File: config.mk
export PLATFORM = sky130hd
export DESIGN_NAME = mem_rd_cmd_arbiter
export DESIGN_NICKNAME = d
export VERILOG_FILES = /design/src/rtl/mem_rd_cmd_arbiter.sv
export SDC_FILE = /design/constraint.sdc
export NUM_CORES = 1
export LEC_CHECK = 0
export ABC_CLOCK_PERIOD_IN_PS = 3480
export CAP_MARGIN = 20
export CORE_AREA = 4 4 652 654
export CTS_CLUSTER_SIZE = 20
export DETAILED_ROUTE_END_ITERATION = 8
export DIE_AREA = 0 0 656 658
export DONT_BUFFER_PORTS = 1
export PLACE_DENSITY = 0.3
export SETUP_SLACK_MARGIN = 0.4
export SYNTH_ARGS = -nofsm -noshare
export SYNTH_HDL_FRONTEND = slang
export SYNTH_SLANG_ARGS = --single-unit
export TNS_END_PERCENT = 10
File: constraint.sdc
create_clock -name clk -period 3.48 [get_ports clk]
set_input_delay 0.348 -clock clk [delete_from_list [all_inputs] [get_ports clk]]
set_output_delay 0.348 -clock clk [all_outputs]
set_load 0.03 [all_outputs]
File: src/rtl/mem_rd_cmd_arbiter.sv
// mem_rd_cmd_arbiter: shares one memory read channel between NUM_REQ requesters.
// Commands are granted round-robin into a single output register. A tag FIFO
// remembers which requester issued each forwarded command, and returned packets
// are steered back to those requesters in command order.
module mem_rd_cmd_arbiter #(
  parameter int NUM_REQ    = 4,
  parameter int DATA_WIDTH = 512,
  parameter int TAG_DEPTH  = 16
) (
  input  logic                          clk,
  input  logic                          aresetn,
  input  logic [NUM_REQ-1:0]            s_cmd_valid,
  output logic [NUM_REQ-1:0]            s_cmd_ready,
  input  logic [NUM_REQ*64-1:0]         s_cmd_address,
  input  logic [NUM_REQ*32-1:0]         s_cmd_length,
  output logic                          m_cmd_valid,
  input  logic                          m_cmd_ready,
  output logic [63:0]                   m_cmd_address,
  output logic [31:0]                   m_cmd_length,
  input  logic                          s_data_valid,
  output logic                          s_data_ready,
  input  logic [DATA_WIDTH-1:0]         s_data_data,
  input  logic [DATA_WIDTH/8-1:0]       s_data_keep,
  input  logic                          s_data_last,
  output logic [NUM_REQ-1:0]            m_data_valid,
  input  logic [NUM_REQ-1:0]            m_data_ready,
  output logic [DATA_WIDTH-1:0]         m_data_data,
  output logic [DATA_WIDTH/8-1:0]       m_data_keep,
  output logic                          m_data_last,
  output logic [$clog2(TAG_DEPTH):0]    outstanding,
  output logic                          zero_len_drop
);

  localparam int TAG_W = $clog2(NUM_REQ);
  localparam int AW    = $clog2(TAG_DEPTH);
  localparam int CNT_W = AW + 1;

  logic [TAG_W-1:0] rr_ptr;
  logic [TAG_W-1:0] grant;
  logic             grant_found;
  logic             cmd_free;
  logic             tag_room;
  logic             accept;
  logic             push;
  logic             pop;
  logic [63:0]      acc_addr;
  logic [31:0]      acc_len;

  logic [TAG_W-1:0] tag_mem [TAG_DEPTH];
  logic [AW-1:0]    wr_ptr;
  logic [AW-1:0]    rd_ptr;
  logic [TAG_W-1:0] head_tag;
  logic             fifo_empty;

  // Requester index base+off, wrapped into 0..NUM_REQ-1.
  function automatic logic [TAG_W-1:0] wrap_idx(input int base, input int off);
    int s;
    s = base + off;
    if (s >= NUM_REQ) s = s - NUM_REQ;
    return s[TAG_W-1:0];
  endfunction

  // Round-robin search: scan from the highest offset down so the requester
  // closest to rr_ptr is the last (and therefore winning) assignment.
  always_comb begin
    grant       = '0;
    grant_found = 1'b0;
    for (int k = NUM_REQ - 1; k >= 0; k--) begin
      if (s_cmd_valid[wrap_idx(int'(rr_ptr), k)]) begin
        grant       = wrap_idx(int'(rr_ptr), k);
        grant_found = 1'b1;
      end
    end
  end

  // Full is judged on the registered count, so a same-cycle pop never frees a slot.
  assign cmd_free    = !m_cmd_valid || m_cmd_ready;
  assign tag_room    = outstanding < CNT_W'(TAG_DEPTH);
  assign accept      = grant_found && cmd_free && tag_room;
  assign s_cmd_ready = accept ? (NUM_REQ'(1) << grant) : '0;
  assign acc_addr    = s_cmd_address[int'(grant)*64 +: 64];
  assign acc_len     = s_cmd_length[int'(grant)*32 +: 32];
  assign push        = accept && (acc_len != '0);

  // Data steering: the FIFO head names the requester that owns the current packet.
  assign fifo_empty   = (outstanding == '0);
  assign head_tag     = tag_mem[rd_ptr];
  assign m_data_valid = (s_data_valid && !fifo_empty) ? (NUM_REQ'(1) << head_tag) : '0;
  assign s_data_ready = !fifo_empty && m_data_ready[head_tag];
  assign m_data_data  = s_data_data;
  assign m_data_keep  = s_data_keep;
  assign m_data_last  = s_data_last;
  assign pop          = s_data_valid && s_data_ready && s_data_last;

  // Command output register, round-robin pointer and zero-length drop pulse.
  always_ff @(posedge clk or negedge aresetn) begin
    if (!aresetn) begin
      m_cmd_valid   <= 1'b0;
      m_cmd_address <= '0;
      m_cmd_length  <= '0;
      rr_ptr        <= '0;
      zero_len_drop <= 1'b0;
    end else begin
      zero_len_drop <= accept && (acc_len == '0);
      if (accept) begin
        rr_ptr <= (int'(grant) == NUM_REQ - 1) ? '0 : grant + 1'b1;
      end
      if (push) begin
        m_cmd_valid   <= 1'b1;
        m_cmd_address <= acc_addr;
        m_cmd_length  <= acc_len;
      end else if (m_cmd_ready) begin
        m_cmd_valid <= 1'b0;
      end
    end
  end

  // Tag FIFO pointers and occupancy count; pointers wrap naturally at TAG_DEPTH.
  always_ff @(posedge clk or negedge aresetn) begin
    if (!aresetn) begin
      wr_ptr      <= '0;
      rd_ptr      <= '0;
      outstanding <= '0;
    end else begin
      if (push) wr_ptr <= wr_ptr + 1'b1;
      if (pop)  rd_ptr <= rd_ptr + 1'b1;
      case ({push, pop})
        2'b10:   outstanding <= outstanding + 1'b1;
        2'b01:   outstanding <= outstanding - 1'b1;
        default: outstanding <= outstanding;
      endcase
    end
  end

  // Tag storage; contents are only meaningful between the pointers, so no reset.
  always_ff @(posedge clk) begin
    if (push) tag_mem[wr_ptr] <= grant;
  end

endmodule

==> metrics.cfg <==
[timing]
whs_ns=0.152
min_period_ns=3.72
worst_slack_ns=-0.243
rsz0062_at_grt=yes
slew_viol_final=0
period_share=1.07
fmax_mhz=269
slew_headroom=0.386
worstMarginPinSlew_ns=0.920
final_hold_viol_count=0
setup_violations=41
skew_ns=0.0337

[grt]
grt_util_all_layers=0.104
grt_pass1_wl_um=263000
antenna_found_initial=80
overflow=0
grt_max_degree=114
grt_pass1_vias=10200

[route]
drt-wirelength-per-cell_um=35.5
drtPass1Iterations=5
viasPerCell=1.67
route.antenna.remaining_nets=0
dr.max_layer_used=met5
routed_wirelength_um=236000
met3_wirelength_um=67000
wl_met1_um=50700
drcViolationCount=0
drtIter0Drc=1140
vias=11100
wl_met2_um=106000

[worst_setup_path]
endpoint_kind=register
critPathMaxStageDelay_ns=0.41
crit_type=reg2reg
cpMostUsedCell=buf_4
path_max_fanout=8
crit_slowest_cell=dfrtp_1
cp.required_ns=3.91
crit_chain=buf_6 -> o221ai_4 -> and2_4 -> buf_12 -> buf_12 -> inv_16 -> a211oi_4 -> o22ai_2 -> nor4_2 -> buf_4 -> and4_4 -> nor2b_4 -> inv_2 -> ha_4 -> buf_4 -> buf_4 -> buf_4 -> ha_4 -> a21oi_2 -> xnor2_1 -> nor2_1 -> xor2_1
cp-start-kind=register
cp.arrival_ns=4.15

[floorplanning]
ios=1662
die-area_um2=432000
die-height_um=658
core_um2=419000
start_util=0.0331
rows=238
die_w_um=656

[finish]
drive_above_1_share=0.359
area_delta_synth_final_pct=38.8
final_nets=2113

[synth]
synth_flop_cell=dfrtp_1
synthTopCellsByArea=buf_4, dfrtp_1, mux2_4, nand2_1, edfxtp_1
synth.top_cell.area_share=0.313
synth-edff-count=32
syn-cell-area_um2=13900
synthCells=1608
yosys.area.top_type=buf_4
avgSynthCellArea_um2=8.62
yosysMostFrequentCell=buf_4
yosysSeqAreaShare=0.273
synth_cell_types=41
yosys-top-cells-count=buf_4, nand2_1, and3_1
synthArstFlopShare=0.779
synth_warnings=0
synth.net_count=2595
ys_seq_elements=145

[placement]
place_hpwl_um=213000
gp_congestion=0.825
port_buffers=0
pre_cts_slack_ns=-0.483

[run_status]
status=complete, but fails checks
violations=setup timing

[cts]
clk_pin_slew_worst_paths_ns=0.07
clk_latency_ns=0.55
cts.sink_count=145
htree_num_levels=4
numCtsBuffers=25
clockRootBuffer=clkbuf_16
cts_tree=done
clk_path_buf_depth=3

[power]
leakage_nw=5.76
power_density_nw_per_um2=819
power.total_mw=15.8
peakVddDrop_v=0.000278

[run]
drv_cap=0

[hold_path]
hold_path.class=in2reg

-- worst max-delay path, delay by kind of cell (launching register included) --
kind / cells / cell delay [ns]
flops: 1 / 0.41
fa+ha+maj: 2 / 0.33
simple gates: 5 / 0.86
buf+inv: 9 / 1.03
compound gates: 4 / 0.70
xor+xnor: 2 / 0.27
-- state kept, by name, indices dropped and copies added, names as in the netlist --
| register | cells |
|---|---|
| m_cmd_address | 64 |
| m_cmd_length | 32 |
| m_cmd_valid | 1 |
| outstanding | 5 |
| rd_ptr | 4 |
| rr_ptr | 2 |
| tag_mem | 32 |
| wr_ptr | 4 |
| zero_len_drop | 1 |
-- through the flow --
step | setup TNS (ns) | util | instances | cell area, µm²
finish | -1.48 | 0.0459 | 6664 | 19200
global route | -6.39 | 0.0458 | 6656 | 19200
CTS | -0.288 | 0.0452 | 6643 | 18900
detailed placement | -5.66 | 0.0415 | 6586 | 17400
global placement | -3.47 | 0.0415 | 6586 | 17400
floorplan | -0.131 | - | 1608 | 14200
-- cell usage in the layout, fill, tap and decap left out, drive strengths merged, types with 17 or more instances in the layout --
cell type	n
buf	141
mux2	100
o22ai	17
nor2	43
edfxtp	32
and3	140
dfrtp	113
a31oi	64
inv	18
clkbuf	29
a211oi	65
nand2	266
-- worst paths after layout --
kind,depth (start not counted),endpoint,startpoint,slack (ns)
worst max register to register,22,outstanding[4]$_DFFE_PN0P_,rr_ptr[0]$_DFFE_PN0P_,-0.24
worst max-delay path,22,outstanding[4]$_DFFE_PN0P_,rr_ptr[0]$_DFFE_PN0P_,-0.24
worst min register to register,1,m_cmd_address[24]$_DFFE_PN0P_,m_cmd_address[24]$_DFFE_PN0P_,0.51
max in group asynchronous,2,m_cmd_address[37]$_DFFE_PN0P_,aresetn,2.38
min in group asynchronous,2,zero_len_drop$_DFF_PN0_,aresetn,0.31
worst min-delay path,3,m_cmd_address[15]$_DFFE_PN0P_,s_cmd_address[15],0.15
-- routing by layer --
layer  global-route usage  vias up
met4               0.0418       52
met3                0.138      375
met2                0.164     1733
met5               0.0186        -
met1               0.0669     5112
li1                     -     3875
-- report_power, final --
group	internal, mW	switching [mW]	total [mW]	leakage, nW
Sequential	2.50	2.02	4.52	1.60
Combinational	4.05	4.88	8.93	3.83
Clock	1.29	1.01	2.30	0.324
-- cell families after synthesis --
logic type	share of synthesized area
flip-flops	0.273
AND/OR/NAND/NOR	0.161
multiplexers	0.115
AO/OA/AOI/OAI	0.0832
adder cells (fa/ha/maj)	0.0132
XOR/XNOR	0.00695
buffers and inverters	0.347
-- area by class of cell --
type                       count  area [µm²]
clock inverter                 4        22.5
tap                         5520        6910
clock buffer                  28         637
timing repair buffer         148        1660
fill                       49600      400000
sequential                   145        3790
antenna                       13        32.5
inverter                      14        81.3
timing repair inverter         6         109
multi-input combinational    786        6000
-- what timing repair did --
action	4_1_cts	5_1_grt
hold buffers	2	0
pin swaps	27	20
setup endpoints to repair	147	144
resized for setup	102	27
endpoints found under the hold margin	113	0
setup buffers	12	5
cloned	11	3
Power figures use the tool's default switching activity.
